### src/rtl/alu.sv
// -----------------------------------------------------------------------------
// alu -- 4-bit unsigned arithmetic/logic unit with fully registered outputs.
//
// Operands A and B are combined according to sel. The result for the inputs
// present at a rising clk edge appears on c/out1/out2 just after that edge.
// The latency is one cycle, a new result is produced every cycle, and there
// is no handshake.
//
// Ports
//   clk   in   1  clock, all state updates on the rising edge
//   rst_n in   1  synchronous active-low reset, clears every output
//   A     in   4  operand A
//   B     in   4  operand B
//   sel   in   4  operation select
//   c     out  1  carry / borrow / shifted-out bit / flag
//   out1  out  4  primary result (low nibble)
//   out2  out  4  secondary result (high nibble / remainder)
//
// Operation map (outputs not listed are driven to 0)
//   0000 add       {c,out1} = A+B
//   0001 subtract  out1 = A-B mod 16, c = borrow (A<B)
//   0010 multiply  {out2,out1} = A*B
//   0011 divide    out1 = A/B, out2 = A%B; B==0 -> out1=F, out2=A, c=1
//   0100 concat 1  {out2,out1} = {A,B}
//   0101 concat 2  {out2,out1} = {B,A}
//   0110 shl       out1 = A<<1, c = A[3]
//   0111 shr       out1 = A>>1, c = A[0]
//   1000 AND   1001 OR   1010 ~A   1011 ~B   1100 XOR   1101 NAND
//   1110 compare   out1 = {0, A==B, A<B, A>B}, c = A>B
//   1111 equality  out1 = {000, A==B}, c = A==B
// -----------------------------------------------------------------------------
module alu (
    input  logic       clk,
    input  logic       rst_n,
    input  logic [3:0] A,
    input  logic [3:0] B,
    input  logic [3:0] sel,
    output logic       c,
    output logic [3:0] out1,
    output logic [3:0] out2
);

    localparam logic [3:0] OP_ADD  = 4'b0000;
    localparam logic [3:0] OP_SUB  = 4'b0001;
    localparam logic [3:0] OP_MUL  = 4'b0010;
    localparam logic [3:0] OP_DIV  = 4'b0011;
    localparam logic [3:0] OP_CAT1 = 4'b0100;
    localparam logic [3:0] OP_CAT2 = 4'b0101;
    localparam logic [3:0] OP_SHL  = 4'b0110;
    localparam logic [3:0] OP_SHR  = 4'b0111;
    localparam logic [3:0] OP_AND  = 4'b1000;
    localparam logic [3:0] OP_OR   = 4'b1001;
    localparam logic [3:0] OP_NOTA = 4'b1010;
    localparam logic [3:0] OP_NOTB = 4'b1011;
    localparam logic [3:0] OP_XOR  = 4'b1100;
    localparam logic [3:0] OP_NAND = 4'b1101;
    localparam logic [3:0] OP_CMP  = 4'b1110;
    localparam logic [3:0] OP_EQ   = 4'b1111;

    // Restoring division of a 4-bit dividend by a non-zero 4-bit divisor.
    // Returns {remainder, quotient}. The partial remainder is one bit wider
    // than the divisor so the trial compare never overflows.
    function automatic logic [7:0] udiv4(input logic [3:0] num, input logic [3:0] den);
        logic [4:0] rem_v;
        logic [3:0] quo_v;
        rem_v = 5'd0;
        quo_v = 4'd0;
        for (int i = 3; i >= 0; i--) begin
            rem_v = {rem_v[3:0], num[i]};
            if (rem_v >= {1'b0, den}) begin
                rem_v    = rem_v - {1'b0, den};
                quo_v[i] = 1'b1;
            end else begin
                quo_v[i] = 1'b0;
            end
        end
        return {rem_v[3:0], quo_v};
    endfunction

    logic       c_q,    c_d;
    logic [3:0] out1_q, out1_d;
    logic [3:0] out2_q, out2_d;

    logic [4:0] sum_s;
    logic [4:0] diff_s;
    logic [7:0] prod_s;
    logic [7:0] divres_s;
    logic       a_eq_b_s;
    logic       a_lt_b_s;
    logic       a_gt_b_s;

    // Shared arithmetic and comparison terms used by the result mux.
    always_comb begin
        sum_s    = {1'b0, A} + {1'b0, B};
        // The fifth bit of the widened difference is the borrow out.
        diff_s   = {1'b0, A} - {1'b0, B};
        prod_s   = {4'd0, A} * {4'd0, B};
        a_eq_b_s = (A == B);
        a_lt_b_s = (A < B);
        a_gt_b_s = (A > B);
        if (B != 4'd0) begin
            divres_s = udiv4(A, B);
        end else begin
            // Divide by zero: quotient saturates to F, remainder keeps A.
            divres_s = {A, 4'hF};
        end
    end

    // Result mux: each operation drives only its own outputs, the rest are 0.
    always_comb begin
        c_d    = 1'b0;
        out1_d = 4'd0;
        out2_d = 4'd0;
        case (sel)
            OP_ADD: begin
                c_d    = sum_s[4];
                out1_d = sum_s[3:0];
            end
            OP_SUB: begin
                c_d    = diff_s[4];
                out1_d = diff_s[3:0];
            end
            OP_MUL: begin
                out2_d = prod_s[7:4];
                out1_d = prod_s[3:0];
            end
            OP_DIV: begin
                c_d    = (B == 4'd0);
                out2_d = divres_s[7:4];
                out1_d = divres_s[3:0];
            end
            OP_CAT1: begin
                out2_d = A;
                out1_d = B;
            end
            OP_CAT2: begin
                out2_d = B;
                out1_d = A;
            end
            OP_SHL: begin
                c_d    = A[3];
                out1_d = {A[2:0], 1'b0};
            end
            OP_SHR: begin
                c_d    = A[0];
                out1_d = {1'b0, A[3:1]};
            end
            OP_AND:  out1_d = A & B;
            OP_OR:   out1_d = A | B;
            OP_NOTA: out1_d = ~A;
            OP_NOTB: out1_d = ~B;
            OP_XOR:  out1_d = A ^ B;
            OP_NAND: out1_d = ~(A & B);
            OP_CMP: begin
                // Exactly one of the three relation bits is ever set.
                c_d    = a_gt_b_s;
                out1_d = {1'b0, a_eq_b_s, a_lt_b_s, a_gt_b_s};
            end
            OP_EQ: begin
                c_d    = a_eq_b_s;
                out1_d = {3'b000, a_eq_b_s};
            end
            default: begin
                c_d    = 1'b0;
                out1_d = 4'd0;
                out2_d = 4'd0;
            end
        endcase
    end

    // Output registers with synchronous active-low clear.
    always_ff @(posedge clk) begin
        if (!rst_n) begin
            c_q    <= 1'b0;
            out1_q <= 4'd0;
            out2_q <= 4'd0;
        end else begin
            c_q    <= c_d;
            out1_q <= out1_d;
            out2_q <= out2_d;
        end
    end

    assign c    = c_q;
    assign out1 = out1_q;
    assign out2 = out2_q;

endmodule

### config.mk
export PLATFORM = sky130hd
export DESIGN_NAME = alu
export DESIGN_NICKNAME = d
export VERILOG_FILES = /design/src/rtl/alu.sv
export SDC_FILE = /design/constraint.sdc
export NUM_CORES = 1
export LEC_CHECK = 0
export BUFFER_PORTS_ARGS = -buffer_cell sky130_fd_sc_hd__clkbuf_2
export CAP_MARGIN = 0
export CORE_UTILIZATION = 55
export CTS_CLUSTER_SIZE = 20
export DETAILED_ROUTE_END_ITERATION = 10
export GPL_TIMING_DRIVEN = 0
export PLACE_DENSITY = 0.78
export SETUP_SLACK_MARGIN = 0.02
export SYNTH_ARGS = -nofsm -noshare
export SYNTH_HDL_FRONTEND = slang
export SYNTH_SLANG_ARGS = --single-unit
### constraint.sdc
create_clock -name clk -period 5.9 [get_ports clk]
set_input_delay 0.59 -clock clk [delete_from_list [all_inputs] [get_ports clk]]
set_output_delay 0.59 -clock clk [all_outputs]
set_load 0.02 [all_outputs]
==> reports/qor.csv, run 1 <==
stage,metric,value,unit
run_status,status,"complete, no violations",
logic_synthesis,ys.flop_type,dfxtp_1,
logic_synthesis,synth_edf_count,0,
layout,fin_cells,430,
critical_path,end_kind,register,
sta,setup_tns,0,ns
floorplan,coreArea,4144,um^2
global_routing,grt_first_pass_wirelength,11970,um
hold_path,min_from,rst_n,
hold_path,holdCritPathClass,input port to register,
job,max-cap-violations,0,
floorplan,die_h,68.69,um
logic_synthesis,synth_fp_nets,392,
logic_synthesis,synth_warnings,0,
route,via_per_inst,6.595,
floorplan,ioPinCount,23,
placed_design,place_inst,400,
sta,drv_slew,0,
clock_tree,numCtsBuffers,3,
logic_synthesis,ys_seq_elements,9,
critical_path,cpLargestDelayFamily,compound AO/OA/AOI/OAI gates,
route,wl,8511,um
sta,hold_viol,0,
global_routing,grt_use_total,0.3453,
critical_path,arrival,5.92,ns
placed_design,placed_cell_area,2619,um^2
layout,multiInputGateArea,2365,um^2
pwr,power.total,0.0005790,W
logic_synthesis,synth-seq-area-share,0.07366,
logic_synthesis,syn_inst,329,
layout,antennaDiodeCount,0,
critical_path,cp.required,5.99,ns
clock_tree,cts_max_level,1,
sta,setup_viol,0,
sta,max_slew_margin,0.3611,
logic_synthesis,avgSynthCellArea,7.435,um^2
placed_design,dp_hpwl,5446,um
logic_synthesis,netlist_area,2446,um^2
route,ant_nets,0,
route,drc,0,
layout,fin_util,0.7663,
critical_path,critPathKind,input port to register,
clock_tree,ctsHoldBuffers,0,
sta,worst_pin_slew,0.9548,ns
pwr,vdd_drop_max,0.00008167,V
hold_path,hold-path-cell-count,3,
layout,area_delta_synth_final,29.82,%
floorplan,row_count,23,
critical_path,critPathMaxStageDelay,0.39,ns
clock_tree,clock-sinks,9,
clock_tree,path_clk_slew,0.04,ns
clock_tree,cts_buffer_depth,2,
layout,layout-drive-gt1-share,0.2526,
placed_design,portBuffers,21,
sta,max_freq,171.3,MHz
critical_path,crit_path_max_fanout,13,
global_routing,grt_overflow,0,
route,vias,2836,
floorplan,chipWidth,68.69,um
pwr,leakagePower,1.396,nW
route,avgRoutedWirePerCell,19.79,um
floorplan,initial_core_util,0.5903,
global_routing,grt_pass1_vias,2414,
critical_path,cp-start-kind,input port,
critical_path,cpMostUsedCell,ha_4,
route,drt_pass1_iterations,5,
layout,nets,444,
sta,layout_min_cycle_time,5.836,ns
clock_tree,cts_tree,done,
pwr,p_per_area,182.3,nW/um^2
layout,seq_area,180.2,um^2
logic_synthesis,yosysUniqueCellTypes,58,
global_routing,grt_max_degree,14,
logic_synthesis,async_reset_ff_frac,0,
critical_path,crit_start,B[0],
floorplan,dieArea,4718,um^2
route,drt_iter0_drc,601,
layout,fill_cells,316,
sta,period_share,0.9892,
global_routing,grt_antenna_before_repair,0,
critical_path,path_buf_inv,4,
hold_path,holdPathEnd,c$_SDFF_PN0_,
critical_path,cp_slowest_cell,a211o_4,
layout,final_cell_area,3176,um^2
placed_design,gp_congestion,0.9934,
clock_tree,clock-root-buffer,clkbuf_8,
## synthesized netlist by cell type, types with 6 or more instances
master / number / area (um^2)
nor2_1: 34 / 127.6
ha_1: 40 / 500.5
clkbuf_1: 14 / 52.55
nand3_1: 10 / 50.05
inv_1: 30 / 112.6
nand2_1: 24 / 90.09
dfxtp_1: 9 / 180.2
fa_1: 9 / 180.2
xnor2_1: 8 / 70.07
xor2_1: 6 / 52.55
o21ai_0: 22 / 110.1
a21oi_1: 27 / 135.1
mux2i_1: 7 / 70.07
a21o_1: 6 / 45.04
## worst min-delay path, delay by kind of cell
family,cells,cell delay (ns)
compound gates,1,0.05
simple gates,1,0.08
buf+inv,1,0.15
## flip-flops by register name (all words and copies together), names as in the netlist
register / cells
out2: 4
c: 1
out1: 4
## report_power, final
group          switching [W]  internal, W  total [W]
Sequential       0.000000731    0.0000646  0.0000653
Clock              0.0000215    0.0000468  0.0000683
Combinational       0.000239     0.000207   0.000445
## worst max-delay path by stage
stage	slack, ns	cells past startpoint	end
floorplan	0.06	29	out2[1]$_SDFF_PN0_
detailed placement	-1.13	27	out2[1]$_SDFF_PN0_
global placement	-1.14	27	out2[1]$_SDFF_PN0_
global route	-0.14	30	out2[2]$_SDFF_PN0_
CTS	0.02	33	out1[0]$_SDFF_PN0_
finish	0.06	28	out2[2]$_SDFF_PN0_
## stage by stage
stage,hold slack [ns],setup slack [ns]
after global routing,0.6720,-0.1442
final,0.6935,0.06355
after global placement,0.8931,-1.141
after detailed placement,0.8968,-1.129
after CTS,0.6581,0.02097
after floorplan,0.7062,0.05855
## metal layers
metal | global-route usage | share of wire | vias to the layer above
met2 | 0.5600 | 0.44 | 234
met4 | 0.1097 | 0.040 | 0
met3 | 0.03783 | 0.12 | 46
li1 | - | - | 1288
met1 | 0.4749 | 0.40 | 1268
met5 | 0 | 0 | -
## kinds of logic after synthesis
| group | share of synthesized area |
|---|---|
| DFF | 0.07366 |
| muxes | 0.04501 |
| AOI/OAI and AO/OA | 0.2931 |
| adders and majority gates | 0.2783 |
| and+or+nand+nor | 0.1908 |
| xor gates and xnor gates | 0.05013 |
| buffers and inverters | 0.06905 |
## area by class of cell
type                    instances  share of cell area
well taps                      50             0.01970
plain buffers                  15             0.01773
inverters                      30             0.03901
flip-flops and latches          9             0.05674
clock buffers                   4             0.01418
multi-input cells             275              0.7447
repair buffers                 47              0.1080
## repair_timing
| item | CTS | global route |
|---|---|---|
| resized for setup | 23 | 38 |
| setup buffers | 17 | 9 |
| endpoints found under the setup margin | 5 | 5 |
| pin swaps | 6 | 16 |
## layout by cell type, fill, tap and decap left out, types with 9 or more instances in the layout
cell type	n
ha_1	32
a21oi_1	24
inv_1	25
nand2_1	24
nand3_1	9
clkbuf_2	18
clkbuf_1	15
fa_1	9
buf_4	23
o21ai_0	21
dfxtp_1	9
nor2_1	32
Power figures use the tool's default switching activity.
==> inputs of run 2 (changes only) <==
--- a/config.mk
+++ b/config.mk
@@ -5,6 +5,7 @@
 export SDC_FILE = /design/constraint.sdc
 export NUM_CORES = 1
 export LEC_CHECK = 0
+export ABC_AREA = 1
 export BUFFER_PORTS_ARGS = -buffer_cell sky130_fd_sc_hd__clkbuf_2
 export CAP_MARGIN = 0
 export CORE_UTILIZATION = 55
==> run 2 against run 1 <==
Non-clock buffer count decreased by 37; power decreased by 22%; fmax increased by 8.4%; cell count increased by 1.9%; final area decreased by 17%; sequential share of layout area increased by 1.2 points; combinational power decreased by 29%; sequential power increased by 3.2%; highest routed layer unchanged.
==> reports/qor.csv, run 2 <==
stage,metric,value,unit
run_status,status,"complete, no violations",
hold_path,holdPathEnd,out1[1]$_SDFF_PN0_,
clock_tree,numCtsBuffers,3,
sta,hold_viol,0,
critical_path,path_buf_inv,9,
logic_synthesis,netlist_area,2400,um^2
logic_synthesis,synth_area_leader_cell,ha_1,
logic_synthesis,ys_top_cells_by_area,"ha_1, inv_1, nand2_1",
route,drc,0,
hold_path,holdCritPathClass,input port to register,
clock_tree,clock-sinks,9,
logic_synthesis,syn_inst,362,
route,wl,6608,um
logic_synthesis,synth_edf_count,0,
route,dr_wl_met3,475,um
floorplan,die_h,68.06,um
placed_design,dpl_worst_slack,-0.2294,ns
layout,final_cell_area,2631,um^2
hold_path,min_from,rst_n,
hold_path,hold-path-cell-count,3,
global_routing,grt_antenna_before_repair,0,
clock_tree,cts_tree,done,
placed_design,dp_hpwl,5396,um
global_routing,grt_max_degree,13,
route,wl_met2,2962,um
logic_synthesis,synth_warnings,0,
global_routing,grt_overflow,0,
pwr,leakagePower,1.457,nW
route,avgRoutedWirePerCell,15.09,um
critical_path,arrival,5.54,ns
sta,setup_viol,0,
floorplan,initial_core_util,0.5873,
clock_tree,cts_buffer_depth,2,
floorplan,dieArea,4631,um^2
logic_synthesis,async_reset_ff_frac,0,
critical_path,cp-start-kind,input port,
clock_tree,path_clk_slew,0.04,ns
sta,worst_pin_slew,0.5369,ns
logic_synthesis,synth_fp_nets,425,
logic_synthesis,yosys-top-cells-count,"inv_1, nand2_1, ha_1, nor2_1, nand3_1",
route,ant_nets,0,
logic_synthesis,yosysMostFrequentCell,inv_1,
sta,period_share,0.9130,
layout,nets,452,
route,drt_pass1_iterations,5,
layout,area_delta_synth_final,9.645,%
pwr,vdd_drop_max,0.00008525,V
global_routing,grt_first_pass_wirelength,10630,um
logic_synthesis,ys_seq_elements,9,
sta,setup_ws,0.5134,ns
logic_synthesis,synth-seq-area-share,0.07508,
route,maxUsedRoutingLayer,met4,
critical_path,critPathKind,input port to register,
job,max-cap-violations,0,
route,met1_length,2976,um
critical_path,cp.required,6.05,ns
route,drt_iter0_drc,217,
placed_design,gp_congestion,1.008,
critical_path,cpMostUsedCell,nand2_1,
global_routing,grt_pass1_vias,2350,
layout,layout-drive-gt1-share,0.1418,
critical_path,cpLargestDelayFamily,simple AND/OR/NAND/NOR gates,
sta,max_freq,185.6,MHz
critical_path,crit_path_max_fanout,11,
sta,drv_slew,0,
clock_tree,cts_max_level,1,
logic_synthesis,ys.flop_type,dfxtp_1,
logic_synthesis,yosysUniqueCellTypes,39,
floorplan,ioPinCount,23,
critical_path,end_kind,register,
critical_path,critical_path_cell_count,40,
critical_path,critPathMaxStageDelay,0.30,ns
global_routing,grt_use_total,0.3044,
floorplan,chipWidth,68.06,um
clock_tree,clock-root-buffer,clkbuf_8,
pwr,p_per_area,171.5,nW/um^2
layout,layout_common_cells,"inv_1, nand2_1, ha_1, nor2_1, nand3_1",
critical_path,cp_slowest_cell,ha_1,
logic_synthesis,yosysTopAreaCellShare,0.2086,
route,vias,2518,
layout,final_common_cell,inv_1,
sta,rsz0062_at_grt,no,
layout,antennaDiodeCount,0,
floorplan,coreArea,4086,um^2
sta,max_slew_margin,0.6408,
sta,layout_min_cycle_time,5.387,ns
placed_design,portBuffers,22,
floorplan,row_count,23,
logic_synthesis,avgSynthCellArea,6.629,um^2
placed_design,placed_cell_area,2572,um^2
route,via_per_inst,5.749,
-- run 2: cell types whose count changed after synthesis, moves of 6 or more --
cell,before,now
o21ai_0,22,12
nand2_1,24,70
mux2i_1,7,0
a21oi_1,27,18
clkbuf_1,14,2
nand4_1,2,9
o22ai_1,5,11
a21o_1,6,0
nand2_4,0,6
xnor2_1,8,1
nand3_1,10,22
inv_1,30,72
nor2_1,34,23
-- run 2: metal layers --
metal | GRT usage | vias up
li1 | - | 1256
met1 | 0.3974 | 1140
met3 | 0.03333 | 20
met2 | 0.5123 | 102
met5 | 0 | -
met4 | 0.1068 | 0
-- run 2: final cells by class --
type | count | area [um^2]
Tap cell | 50 | 62.56
Inverter | 77 | 292.8
Multi-Input combinational cell | 273 | 1922
Clock buffer | 4 | 45.04
Sequential cell | 9 | 180.2
Fill cell | 426 | 1455
Timing Repair Buffer | 23 | 120.1
Buffer | 2 | 8.758
-- run 2: power by group --
group / switching [W] / total, W / internal, W
clock network: 0.0000216 / 0.0000684 / 0.0000468
registers: 0.00000114 / 0.0000674 / 0.0000662
logic: 0.000197 / 0.000315 / 0.000118
total: 0.000220 / 0.000451 / 0.000231
-- run 2: how the worst max path moves through the flow --
stage | startpoint | to | slack, ns
final | A[3] | out2[0]$_SDFF_PN0_ | 0.51
after global routing | A[3] | out2[0]$_SDFF_PN0_ | 0.03
after CTS | A[3] | out2[0]$_SDFF_PN0_ | 0.30
after detailed placement | A[3] | out2[0]$_SDFF_PN0_ | -0.23
after global placement | A[3] | out2[0]$_SDFF_PN0_ | -0.14
after floorplan | A[3] | out2[0]$_SDFF_PN0_ | 0.73
-- run 2: kinds of logic after synthesis --
group	synth area share
simple gates	0.3222
flops	0.07508
buf+inv	0.1262
xor+xnor	0.02920
fa+ha+maj	0.2836
compound gates	0.1637
-- run 2: timing repair --
action,in CTS,in global routing
hold buffers,0,0
setup endpoints to repair,1,5
setup buffers,0,1
endpoints found under the hold margin,0,0
resized for setup,0,6
pin swaps,0,1
-- run 2: metrics by stage --
stage            util  instances  TNS [ns]   power, W  hold slack (ns)
2_1_floorplan       -        362         0  0.0003073           0.7128
3_3_place_gp   0.6295        434   -0.3929  0.0003710           0.8343
3_5_place_dp   0.6295        434   -0.7771  0.0003752           0.8379
4_1_cts        0.6396        437         0  0.0004452           0.6003
5_1_grt        0.6439        438         0  0.0004961           0.6406
6_report       0.6439        438         0  0.0004512           0.6055
